`src/rtl/gda_edc_n8.sv`:
```
// rtl/gda_edc_n8.sv - windowed-carry adder with iterative error detection and correction
// Optional GDA_ERR_CNT_EN adds a 16-bit saturating err_count output.
module gda_edc_n8 #(
  parameter int W = 8,
  parameter int P = 4
) (
  input  logic                         clk,
  input  logic                         rst_n,
  input  logic                         in_valid,
  output logic                         in_ready,
  input  logic [W-1:0]                 in1,
  input  logic [W-1:0]                 in2,
  input  logic                         approx_only,
  output logic                         out_valid,
  input  logic                         out_ready,
  output logic [W:0]                   res,
  output logic [W:0]                   res_approx,
  output logic                         err,
  output logic [$clog2(W/P+1)-1:0]     corr_cycles
`ifdef GDA_ERR_CNT_EN
  ,
  output logic [15:0]                  err_count
`endif
);

  localparam int CW = $clog2(W/P+1);
  localparam int DW = $clog2(W+P+1);

  typedef enum logic [1:0] {IDLE, EVAL, DONE} state_t;

  state_t          state;
  logic [W-1:0]    a_q;
  logic [W-1:0]    b_q;
  logic            ao_q;
  logic            first_q;
  logic [DW-1:0]   d_q;

  // Sum whose carry into bit i only sees generate bits within d positions below i.
  function automatic logic [W:0] win_sum(input logic [W-1:0] a, input logic [W-1:0] b,
                                         input int d);
    logic [W-1:0] c;
    logic [W-1:0] p;
    logic         run;
    p = a ^ b;
    c = '0;
    for (int i = 1; i < W; i++) begin
      run = 1'b1;
      for (int j = W - 2; j >= 0; j--) begin
        if (j < i) begin
          if (i - j <= d) c[i] = c[i] | (a[j] & b[j] & run);
          run = run & p[j];
        end
      end
    end
    return {(a[W-1] & b[W-1]) | (p[W-1] & c[W-1]), p ^ c};
  endfunction

  logic [W:0]    sum_base;
  logic [W:0]    sum_cur;
  logic [W:0]    sum_exact;
  logic          err_base;
  logic          err_cur;
  logic [DW-1:0] d_inc;
  logic [DW-1:0] d_next;

  // Equal low sums imply equal carries at every bit, so comparing sums detects a dropped carry.
  assign sum_base  = win_sum(a_q, b_q, P);
  assign sum_cur   = win_sum(a_q, b_q, int'(d_q));
  assign sum_exact = {1'b0, a_q} + {1'b0, b_q};
  assign err_base  = (sum_base != sum_exact);
  assign err_cur   = (sum_cur != sum_exact);
  assign d_inc     = d_q + DW'(P);
  assign d_next    = (d_inc >= DW'(W)) ? DW'(W) : d_inc;

  always_ff @(posedge clk or negedge rst_n) begin
    if (!rst_n) begin
      state       <= IDLE;
      in_ready    <= 1'b1;
      out_valid   <= 1'b0;
      res         <= '0;
      res_approx  <= '0;
      err         <= 1'b0;
      corr_cycles <= '0;
      a_q         <= '0;
      b_q         <= '0;
      ao_q        <= 1'b0;
      first_q     <= 1'b0;
      d_q         <= '0;
    end else begin
      case (state)
        IDLE: begin
          if (in_valid && in_ready) begin
            a_q         <= in1;
            b_q         <= in2;
            ao_q        <= approx_only;
            d_q         <= DW'(P);
            corr_cycles <= '0;
            first_q     <= 1'b1;
            in_ready    <= 1'b0;
            state       <= EVAL;
          end
        end
        EVAL: begin
          if (first_q) begin
            res_approx <= sum_base;
            err        <= err_base;
            first_q    <= 1'b0;
          end else if (ao_q || !err_cur || (d_q >= DW'(W))) begin
            res       <= sum_cur;
            out_valid <= 1'b1;
            state     <= DONE;
          end else begin
            d_q         <= d_next;
            corr_cycles <= corr_cycles + CW'(1);
          end
        end
        DONE: begin
          if (out_ready) begin
            out_valid <= 1'b0;
            in_ready  <= 1'b1;
            state     <= IDLE;
          end
        end
        default: state <= IDLE;
      endcase
    end
  end

`ifdef GDA_ERR_CNT_EN
  always_ff @(posedge clk or negedge rst_n) begin
    if (!rst_n) begin
      err_count <= '0;
    end else if ((state == DONE) && out_ready && err && (err_count != 16'hFFFF)) begin
      err_count <= err_count + 16'd1;
    end
  end
`endif

endmodule
```
`config.mk`:
```
export PLATFORM = sky130hd
export DESIGN_NAME = gda_edc_n8
export DESIGN_NICKNAME = d
export VERILOG_FILES = /design/src/rtl/gda_edc_n8.sv
export SDC_FILE = /design/constraint.sdc
export NUM_CORES = 1
export LEC_CHECK = 0
export CORE_MARGIN = 2
export CORE_UTILIZATION = 48
export DETAILED_ROUTE_END_ITERATION = 12
export PLACE_DENSITY = 0.86
export SLEW_MARGIN = 40
export SYNTH_ARGS = -nofsm -noshare
export SYNTH_HDL_FRONTEND = slang
export SYNTH_SLANG_ARGS = --single-unit
```
`constraint.sdc`:
```
create_clock -name clk -period 3.1 [get_ports clk]
set_input_delay 0.775 -clock clk [delete_from_list [all_inputs] [get_ports clk]]
set_output_delay 0.775 -clock clk [all_outputs]
set_load 0.005 [all_outputs]
```
* After elaboration in Yosys (flattened, before gate mapping)
Index checks and enable logic that the tools add are counted.
** Cells by class
- Add/subtract/negate cells :: 3
- Order comparisons :: 9
- Equal/unequal tests :: 9
- Muxes and demuxes :: 51
- Bitwise logic cells :: 88
- Reduce and logical (&&, ||, !) cells :: 16
** Operators with widths (number)
- bitwise AND 1 bit :: 46
- OR 1 bit :: 38
- two-way mux 1 bit :: 34
- bitwise XOR 8 bit :: 3
- != test 9 bit :: 2
- <= comparator 3 x 4 -> 1 bit, first input constant :: 4
- two-way mux 4 bit :: 4
- two-way mux 2 bit :: 7
- AND reduction 4 bit :: 3
- != test 2 bit, second input constant :: 5
- adder 8 x 8 -> 9 bit :: 1
- greater-or-equal comparator 4 bit, second input constant :: 2
- <= comparator 2 x 4 -> 1 bit, first input constant :: 2
- case mux 4 bit (2 select lines) :: 1
- case mux 1 bit (2 select lines) :: 3
- case mux 2 bit (3 select lines) :: 1
- AND reduction 2 bit :: 3
- AND reduction 3 bit :: 2
- nonzero test 2 bit :: 3
- adder 4 x 3 -> 4 bit, second input constant :: 1
- <= comparator 1 x 4 -> 1 bit, first input constant :: 1
- case mux 2 bit (2 select lines) :: 1
- adder 2 x 1 -> 2 bit, second input constant :: 1
- equality test 2 x 1 -> 1 bit, second input constant :: 1
- other kinds (6) :: 7
** Storage, ports and cells
- Flip-flop bits (word level) :: 47
- Bits of input ports :: 21
- Output and inout port bits :: 23

* Depth between registers and ports, before layout
Gate-level depths: netlist (run 1).
- Depth after elaboration :: 23
- Mapped depth :: 12
- Mapped depth without buffers :: 11

* Least setup slack after synthesis (run 1)
OpenSTA, ideal clock, no wires.
- Path kind :: reg-to-reg
- From :: reg a_q[4]
- To :: reg res[0]
- Arrival :: 2.831 ns
- Setup slack :: 0.144 ns
- Stages on the path, launching flop included :: 12
- Clock period less this slack :: 2.956 ns
- Path through :: dfrtp_1 ha_1 clkbuf_2 a21o_1 a31oi_2 o22a_1 fa_1 xnor2_1 o31ai_2 nand2_1 buf_6 mux2_4
** Between the ends
- Word-level cells in the longest chain between the ends :: 19
** RTL lines
- from (decl) :: line 32 : logic [W-1:0] a_q;
- from (signal assigned) :: line 93 : a_q <= in1;
- bitwise AND 1 bit (2 in series) :: line 50 : if (i - j <= d) c[i] = c[i] | (a[j] & b[j] & run);
- OR 1 bit :: line 50
- two-way mux 1 bit :: line 50
- OR 1 bit :: line 50
- two-way mux 1 bit :: line 50
- OR 1 bit :: line 50
- two-way mux 1 bit :: line 50
- OR 1 bit :: line 50
- two-way mux 1 bit :: line 50
- OR 1 bit :: line 50
- two-way mux 1 bit :: line 50
- bitwise AND 1 bit :: line 55 : return {(a[W-1] & b[W-1]) | (p[W-1] & c[W-1]), p ^ c};
- OR 1 bit :: line 55
- != test 9 bit * :: line 71 : assign err_cur = (sum_cur != sum_exact);
- zero test 1 bit * :: line 108 : end else if (ao_q || !err_cur || (d_q >= DW'(W))) begin
- logical OR 1 bit * (2 in series) :: line 108
- AND reduction 3 bit (no source line) *
- to (signal assigned) :: line 109 : res <= sum_cur;
- to (decl) :: line 16 : output logic [W:0] res,
Every way passes the cells marked *; elsewhere a longest branch is shown, timed or not.
A chain may end at the register's enable or synchronous reset.

* Worst setup path after layout (run 1)
- From :: reg a_q[0]
- To :: reg res[5]
** Between the ends
- Word-level cells in the longest chain between the ends :: 11
** RTL lines (line)
- bitwise AND 1 bit (2 in series) :: 50
- OR 1 bit :: 50
- two-way mux 1 bit :: 50
- bitwise AND 1 bit :: 55
- OR 1 bit :: 55
- != test 9 bit :: 71
- zero test 1 bit :: 108
- logical OR 1 bit (2 in series) :: 108
- AND reduction 3 bit (no source line)
Parallel ways exist; a longest one is shown, timed or not.

==> results_dict.tcl, run 1 <==
set metrics [dict create \
    die_h_um 77.9 \
    synth_seq_area_share_pct 43.0 \
    regToRegStartpoint "a_q[0]$_DFFE_PN0P_" \
    n_antenna_cell 0 \
    min_period_ps 2960 \
    dp.final_hpwl_um 4120 \
    fmax_mhz 338 \
    synth-seq-cells 45 \
    synthAdderAreaFrac_pct 8.50 \
    p_leak_nw 1.57 \
    worstSetupEndpointType "flop" \
    status "finished, final reports clean" \
    syn_nets 309 \
    syn-cell-area_um2 2620 \
    worst_hold_path_type "in2async" \
    reg2regPathDepth 12 \
    synth_simple_gate_area_share_pct 16.0 \
    vias 2090 \
    io_buffers 43 \
    synth_flop_cell "dfrtp_1" \
    synth_edf_count 0 \
    worstSetupPathType "reg2reg" \
    synth_cell_types 57 \
    crit_buf_inv 2 \
    slew_headroom_pct 63.1 \
    avgSynthCellArea_um2 9.64 \
    yosys-top-cells-count "63 x nand2_1, 44 x dfrtp_1, 22 x o21ai_0, 15 x inv_1, 13 x ha_1" \
    synth_top_area_cell "dfrtp_1" \
    crit_chain "ha_2 -> inv_1 -> fa_1 -> nor4b_1 -> a22oi_1 -> o21ai_1 -> a221oi_1 -> nand4_1 -> o31ai_2 -> nand2_1 -> buf_4 -> mux2_4" \
    place_area_um2 3170 \
    remaining_drc_errors 0 \
    synth-compound-area-share_pct 15.6 \
    drtIter0Drc 141 \
    finalInstanceArea_um2 3270 \
    pin_count 44 \
    grt_max_degree 46 \
    power_uw 973 \
    antenna_found_initial 0 \
    clk_latency_ps 300 \
    path_delay_family "compound AO/OA/AOI/OAI gates" \
    power.density_nw_per_um2 297 \
    worst-path-max-fanout 8 \
    grt_pass1_wl_um 9470 \
    ant_nets 0 \
    drt-pass1-iter-count 5 \
    netlist_instances 272 \
    synth_xor_xnor_area_share_pct 6.63 \
    irDropWorstVdd_mv 0.250 \
    slew_viol_final 0 \
    drt_wl_total_um 5440 \
    core_um2 5200 \
    clock_skew_ps 3.82 \
    grt_usage_pct 19.6 \
    n_fill_cell 434 \
    die-area_um2 6070 \
    cp-start-kind "flop" \
    drv_cap 0 \
    viasPerCell 5.28 \
    worst_pin_slew_ps 539 \
    max_stage_delay_ps 380 \
    area_growth_pct 24.9 \
    min_period_over_period_pct 95.4 \
    ys_warn_count 0 \
    synth_top_family_by_area "simple AND/OR/NAND/NOR gates" \
    clockRootBuffer "clkbuf_8" \
    synth.top_cell.area_share_pct 42.0 \
    cts_hold_buf 0 \
    htree_levels 2 \
    clk_pin_slew_worst_paths_ps 80 \
    gp_congestion 0.932 \
    cp.arrival_ps 3150 \
    muxShareOfSynthArea_pct 5.06 \
    post-synth-top-count-cell "nand2_1" \
    cts_buffers 5 \
    synthArstFlopShare_pct 100 \
    setup_viol 0 \
    tritoncts "built" \
    final_nets 362 \
    wl_per_cell_um 13.7 \
    die_w_um 77.9 \
    grt_pass1_vias 2083 \
    clockBufferDepth 2 \
    start_util_pct 50.4 \
    r2r_end "res[5]$_DFFE_PN0P_" \
    synthTopCellsByArea "dfrtp_1 42%, nand2_1 9.0%, ha_1 6.2%" \
    finalHoldViolCount 0 \
    slowest_stage "fa_1" \
    crit_required_ps 3290 \
    numClockSinks 45 \
    grt_overflow 0 \
    fp-row-count 26 \
    drive_gt1_share_pct 14.1 \
    rrSetupSlack_ps 140 \
]
through the flow:
step | hold slack, ps | util [%] | setup WS (ps) | TNS (ps) | std cells
2_1_floorplan | 447 | - | 144 | 0 | 272
3_3_place_gp | 461 | 60.8 | 241 | 0 | 386
3_5_place_dp | 470 | 60.8 | 135 | 0 | 386
4_1_cts | 476 | 62.4 | 129 | 0 | 394
5_1_grt | 494 | 62.9 | -0.152 | -0.152 | 396
6_report | 448 | 62.9 | 144 | 0 | 396
worst max-delay path by stage:
stage / startpoint / endpoint / cells after the start
after floorplan: a_q[4]$_DFFE_PN0P_ / res[0]$_DFFE_PN0P_ / 11
after global placement: a_q[0]$_DFFE_PN0P_ / res[2]$_DFFE_PN0P_ / 13
after detailed placement: d_q[3]$_DFFE_PN0P_ / res[5]$_DFFE_PN0P_ / 12
after CTS: d_q[3]$_DFFE_PN0P_ / res[5]$_DFFE_PN0P_ / 12
after global routing: d_q[3]$_DFFE_PN0P_ / res[4]$_DFFE_PN0P_ / 12
final: a_q[0]$_DFFE_PN0P_ / res[5]$_DFFE_PN0P_ / 12
sequential cells by signal (all words and copies together) (netlist names):
name / cells
res: 9
state: 2
err: 1
corr_cycles: 2
a_q: 8
first_q: 1
d_q: 2
out_valid: 1
res_approx: 9
b_q: 8
in_ready: 1
ao_q: 1
placed cells by master, fill, tap and decap left out, types with 3 or more instances in the layout:
cell,n
xor2_1,8
o21ai_0,22
o31ai_2,3
nand3b_1,3
fa_1,3
clkdlybuf4s50_1,42
nand3_1,4
buf_4,17
a21oi_1,9
ha_1,12
xnor2_1,9
clkbuf_8,5
inv_1,15
mux2_4,6
nand2_1,63
nor2_1,9
dfrtp_1,44
power by group:
group / leakage [nW] / switching [mW] / internal [mW] / total, mW
sequential: 0.573 / 0 / 0.586 / 0.586
clock: 0.0422 / 0.191 / 0.158 / 0.349
combinational: 0.956 / 0.0149 / 0.0222 / 0.0371
repair_timing:
action,4_1_cts,5_1_grt
buffers inserted,0,2
setup endpoints to repair,0,7
endpoints found under the hold margin,0,0
gates resized for setup,0,2
final cells by class:
cell class	count	area, um^2	area share, %
well taps	70	87.6	2.68
repair buffers	59	548	16.7
multi-input cells	199	1370	41.9
flip-flops and latches	45	1130	34.4
clock buffers	7	76.3	2.33
inverters	15	56.3	1.72
clock inverters	1	5.00	0.153
layer usage:
layer  track usage [%]  up-vias  wire (um)
li1                  -     1028          -
met1              26.1      983       2530
met2              32.1       68       2480
met3              4.42       11        320
met4              5.96        0        112
met5                 0        -          0
cells by family (layout without fill, tap and decap cells):
| family | count (synthesis) | count (layout) |
|---|---|---|
| buffers and inverters | 28 | 82 |
| AOI/OAI and AO/OA | 59 | 59 |
| adders and majority gates | 16 | 16 |
| DFF | 45 | 45 |
| muxes | 10 | 10 |
| xor gates and xnor gates | 19 | 19 |
| and+or+nand+nor | 95 | 95 |
Power figures use the tool's default switching activity.
==> run 2, diff against run 1 <==
--- a/config.mk
+++ b/config.mk
@@ -6,7 +6,8 @@
 export NUM_CORES = 1
 export LEC_CHECK = 0
 export CORE_MARGIN = 2
-export CORE_UTILIZATION = 48
+export CORE_UTILIZATION = 50
+export CTS_BUF_LIST = sky130_fd_sc_hd__clkbuf_4 sky130_fd_sc_hd__clkbuf_8
 export DETAILED_ROUTE_END_ITERATION = 12
 export PLACE_DENSITY = 0.86
 export SLEW_MARGIN = 40
==> constraint.sdc (replaced) <==
create_clock -name clk -period 3.6 [get_ports clk]
set_input_delay 0.9 -clock clk [delete_from_list [all_inputs] [get_ports clk]]
set_output_delay 0.9 -clock clk [all_outputs]
set_load 0.005 [all_outputs]
==> run 2 against run 1 <==
  * Critical path depth stayed put
  * Non-clock buffer count is 14 lower
  * Wire length fell by 0.24%
  * Critical path type unchanged
  * Power is 4.1% lower
  * Critical endpoint is now res[3]$_DFFE_PN0P_
  * Hold slack better by 36 ps
  * Register-to-register slack better by 200 ps
  * Combinational power decreased by 14%
==> results_dict.tcl, run 2 (synthesis results as in run 1) <==
set metrics [dict create \
    status "finished, final reports clean" \
    dp.final_hpwl_um 4030 \
    ant_nets 0 \
    grt_pass1_wl_um 9300 \
    drtIter0Drc 178 \
    cp.arrival_ps 3450 \
    n_antenna_cell 0 \
    drive_gt1_share_pct 10.3 \
    worst_pin_slew_ps 570 \
    cts_buffers 5 \
    min_period_over_period_pct 90.5 \
    area_growth_pct 22.0 \
    core_um2 5070 \
    worstSetupEndpointType "flop" \
    slowest_stage "fa_1" \
    grt_usage_pct 19.9 \
    p_leak_nw 1.51 \
    crit_required_ps 3790 \
    clockBufferDepth 2 \
    top_regs "res: 9 flops, res_approx: 9 flops" \
    worst-path-max-fanout 11 \
    path_delay_family "adder cells" \
    irDropWorstVdd_mv 0.178 \
    finalInstanceArea_um2 3200 \
    tritoncts "built" \
    grt_max_degree 46 \
    numClockSinks 45 \
    clock_skew_ps 8.13 \
    crit_chain "ha_1 -> inv_1 -> fa_1 -> nor4b_1 -> a22oi_1 -> o21ai_1 -> a221oi_1 -> nand4_1 -> o31ai_2 -> nand2_1 -> buf_4 -> mux2_4" \
    antenna_found_initial 0 \
    cts_resized 0 \
    final_nets 348 \
    viasPerCell 5.45 \
    grt_pass1_vias 2045 \
    crit_buf_inv 2 \
    worst_hold_path_type "reg2reg" \
    setup_viol 0 \
    max_stage_delay_ps 510 \
    pin_count 44 \
    utilization_pct 63.0 \
    grt_overflow 0 \
    cts_setup_buffers 0 \
    start_util_pct 51.7 \
    die_w_um 76.4 \
    fmax_mhz 307 \
    drt_wl_total_um 5430 \
    power.density_nw_per_um2 292 \
    io_buffers 43 \
    gp_congestion 0.991 \
    die-area_um2 5840 \
    remaining_drc_errors 0 \
    worstSetupPathType "reg2reg" \
    clockRootBuffer "clkbuf_8" \
    drv_cap 0 \
    place_area_um2 3080 \
    cp-start-kind "flop" \
    wl_per_cell_um 14.2 \
    drt-pass1-iter-count 4 \
    vias 2083 \
    whs_ps 484 \
    slew_headroom_pct 61.9 \
    finalHoldViolCount 0 \
    slew_viol_final 0 \
    final_cell_mix "63 x nand2_1, 44 x dfrtp_1, 42 x clkdlybuf4s50_1, 22 x o21ai_0, 15 x inv_1" \
    htree_levels 2 \
    setup-tns-final_ps 0 \
    die_h_um 76.4 \
    clk_latency_ps 300 \
    cts_hold_buf 0 \
    clk_pin_slew_worst_paths_ps 90 \
    fp-row-count 26 \
    power_uw 933 \
    rsz0062_at_grt "false" \
    min_period_ps 3260 \
    mostFrequentLayoutCell "nand2_1" \
]
==> run 2: cell count changes in the layout (fill, tap and decap cells not counted) <==
cell | previous run | this run
buf_4 | 17 | 3
clkbuf_1 | 2 | 0
bufinv_16 | 0 | 1
clkbuf_8 | 5 | 6
clkinv_2 | 1 | 0
clkinvlp_4 | 0 | 1
ha_1 | 12 | 13
ha_2 | 1 | 0
xnor2_1 | 9 | 10
xnor2_2 | 1 | 0
==> run 2: through the flow <==
step / worst slack [ps] / instances
after floorplan: 644 / 272
after global placement: 510 / 374
after detailed placement: 420 / 374
after CTS: 397 / 382
after global routing: 156 / 382
final: 340 / 382
==> run 2: final timing paths <==
path / from / endpoint / slack [ps] / cells after the start
worst min register to register: res_approx[7]$_DFFE_PN0P_ / res_approx[7]$_DFFE_PN0P_ / 480 / 2
min in group asynchronous: rst_n / res[1]$_DFFE_PN0P_ / 570 / 1
worst min-delay path: res_approx[7]$_DFFE_PN0P_ / res_approx[7]$_DFFE_PN0P_ / 480 / 2
worst max-delay path: a_q[0]$_DFFE_PN0P_ / res[3]$_DFFE_PN0P_ / 340 / 12
worst max register to register: a_q[0]$_DFFE_PN0P_ / res[3]$_DFFE_PN0P_ / 340 / 12
max in group asynchronous: rst_n / d_q[3]$_DFFE_PN0P_ / 2650 / 1
==> run 2: layer usage <==
layer | GRT usage [%] | wire, um | vias to the layer above
met4 | 7.27 | 105 | 0
li1 | - | - | 993
met1 | 28.4 | 2540 | 991
met5 | 0 | 0 | -
met2 | 29.9 | 2410 | 88
met3 | 4.38 | 367 | 11
==> run 2: cell type report <==
| type | count | area, um^2 |
|---|---|---|
| flip-flops and latches | 45 | 1130 |
| multi-input cells | 199 | 1360 |
| clock inverters | 2 | 37.5 |
| repair buffers | 45 | 443 |
| clock buffers | 6 | 82.6 |
| well taps | 70 | 87.6 |
| inverters | 15 | 56.3 |
| fillers | 427 | 1880 |
==> run 2: power by group <==
part	internal (mW)	leakage (nW)	switching, mW
Clock	0.226	0.0574	0.171
Combinational	0.0191	0.879	0.0127
Sequential	0.505	0.573	0
Total	0.750	1.51	0.183
==> run 2: worst register-to-register path, stage by stage (launching register included) <==
cell and delay (ps):
dfrtp_1 360, ha_1 340, inv_1 110, fa_1 510, nor4b_1 190, a22oi_1 170, o21ai_1 90, a221oi_1 310
nand4_1 200, o31ai_2 270, nand2_1 80, buf_4 200, mux2_4 300
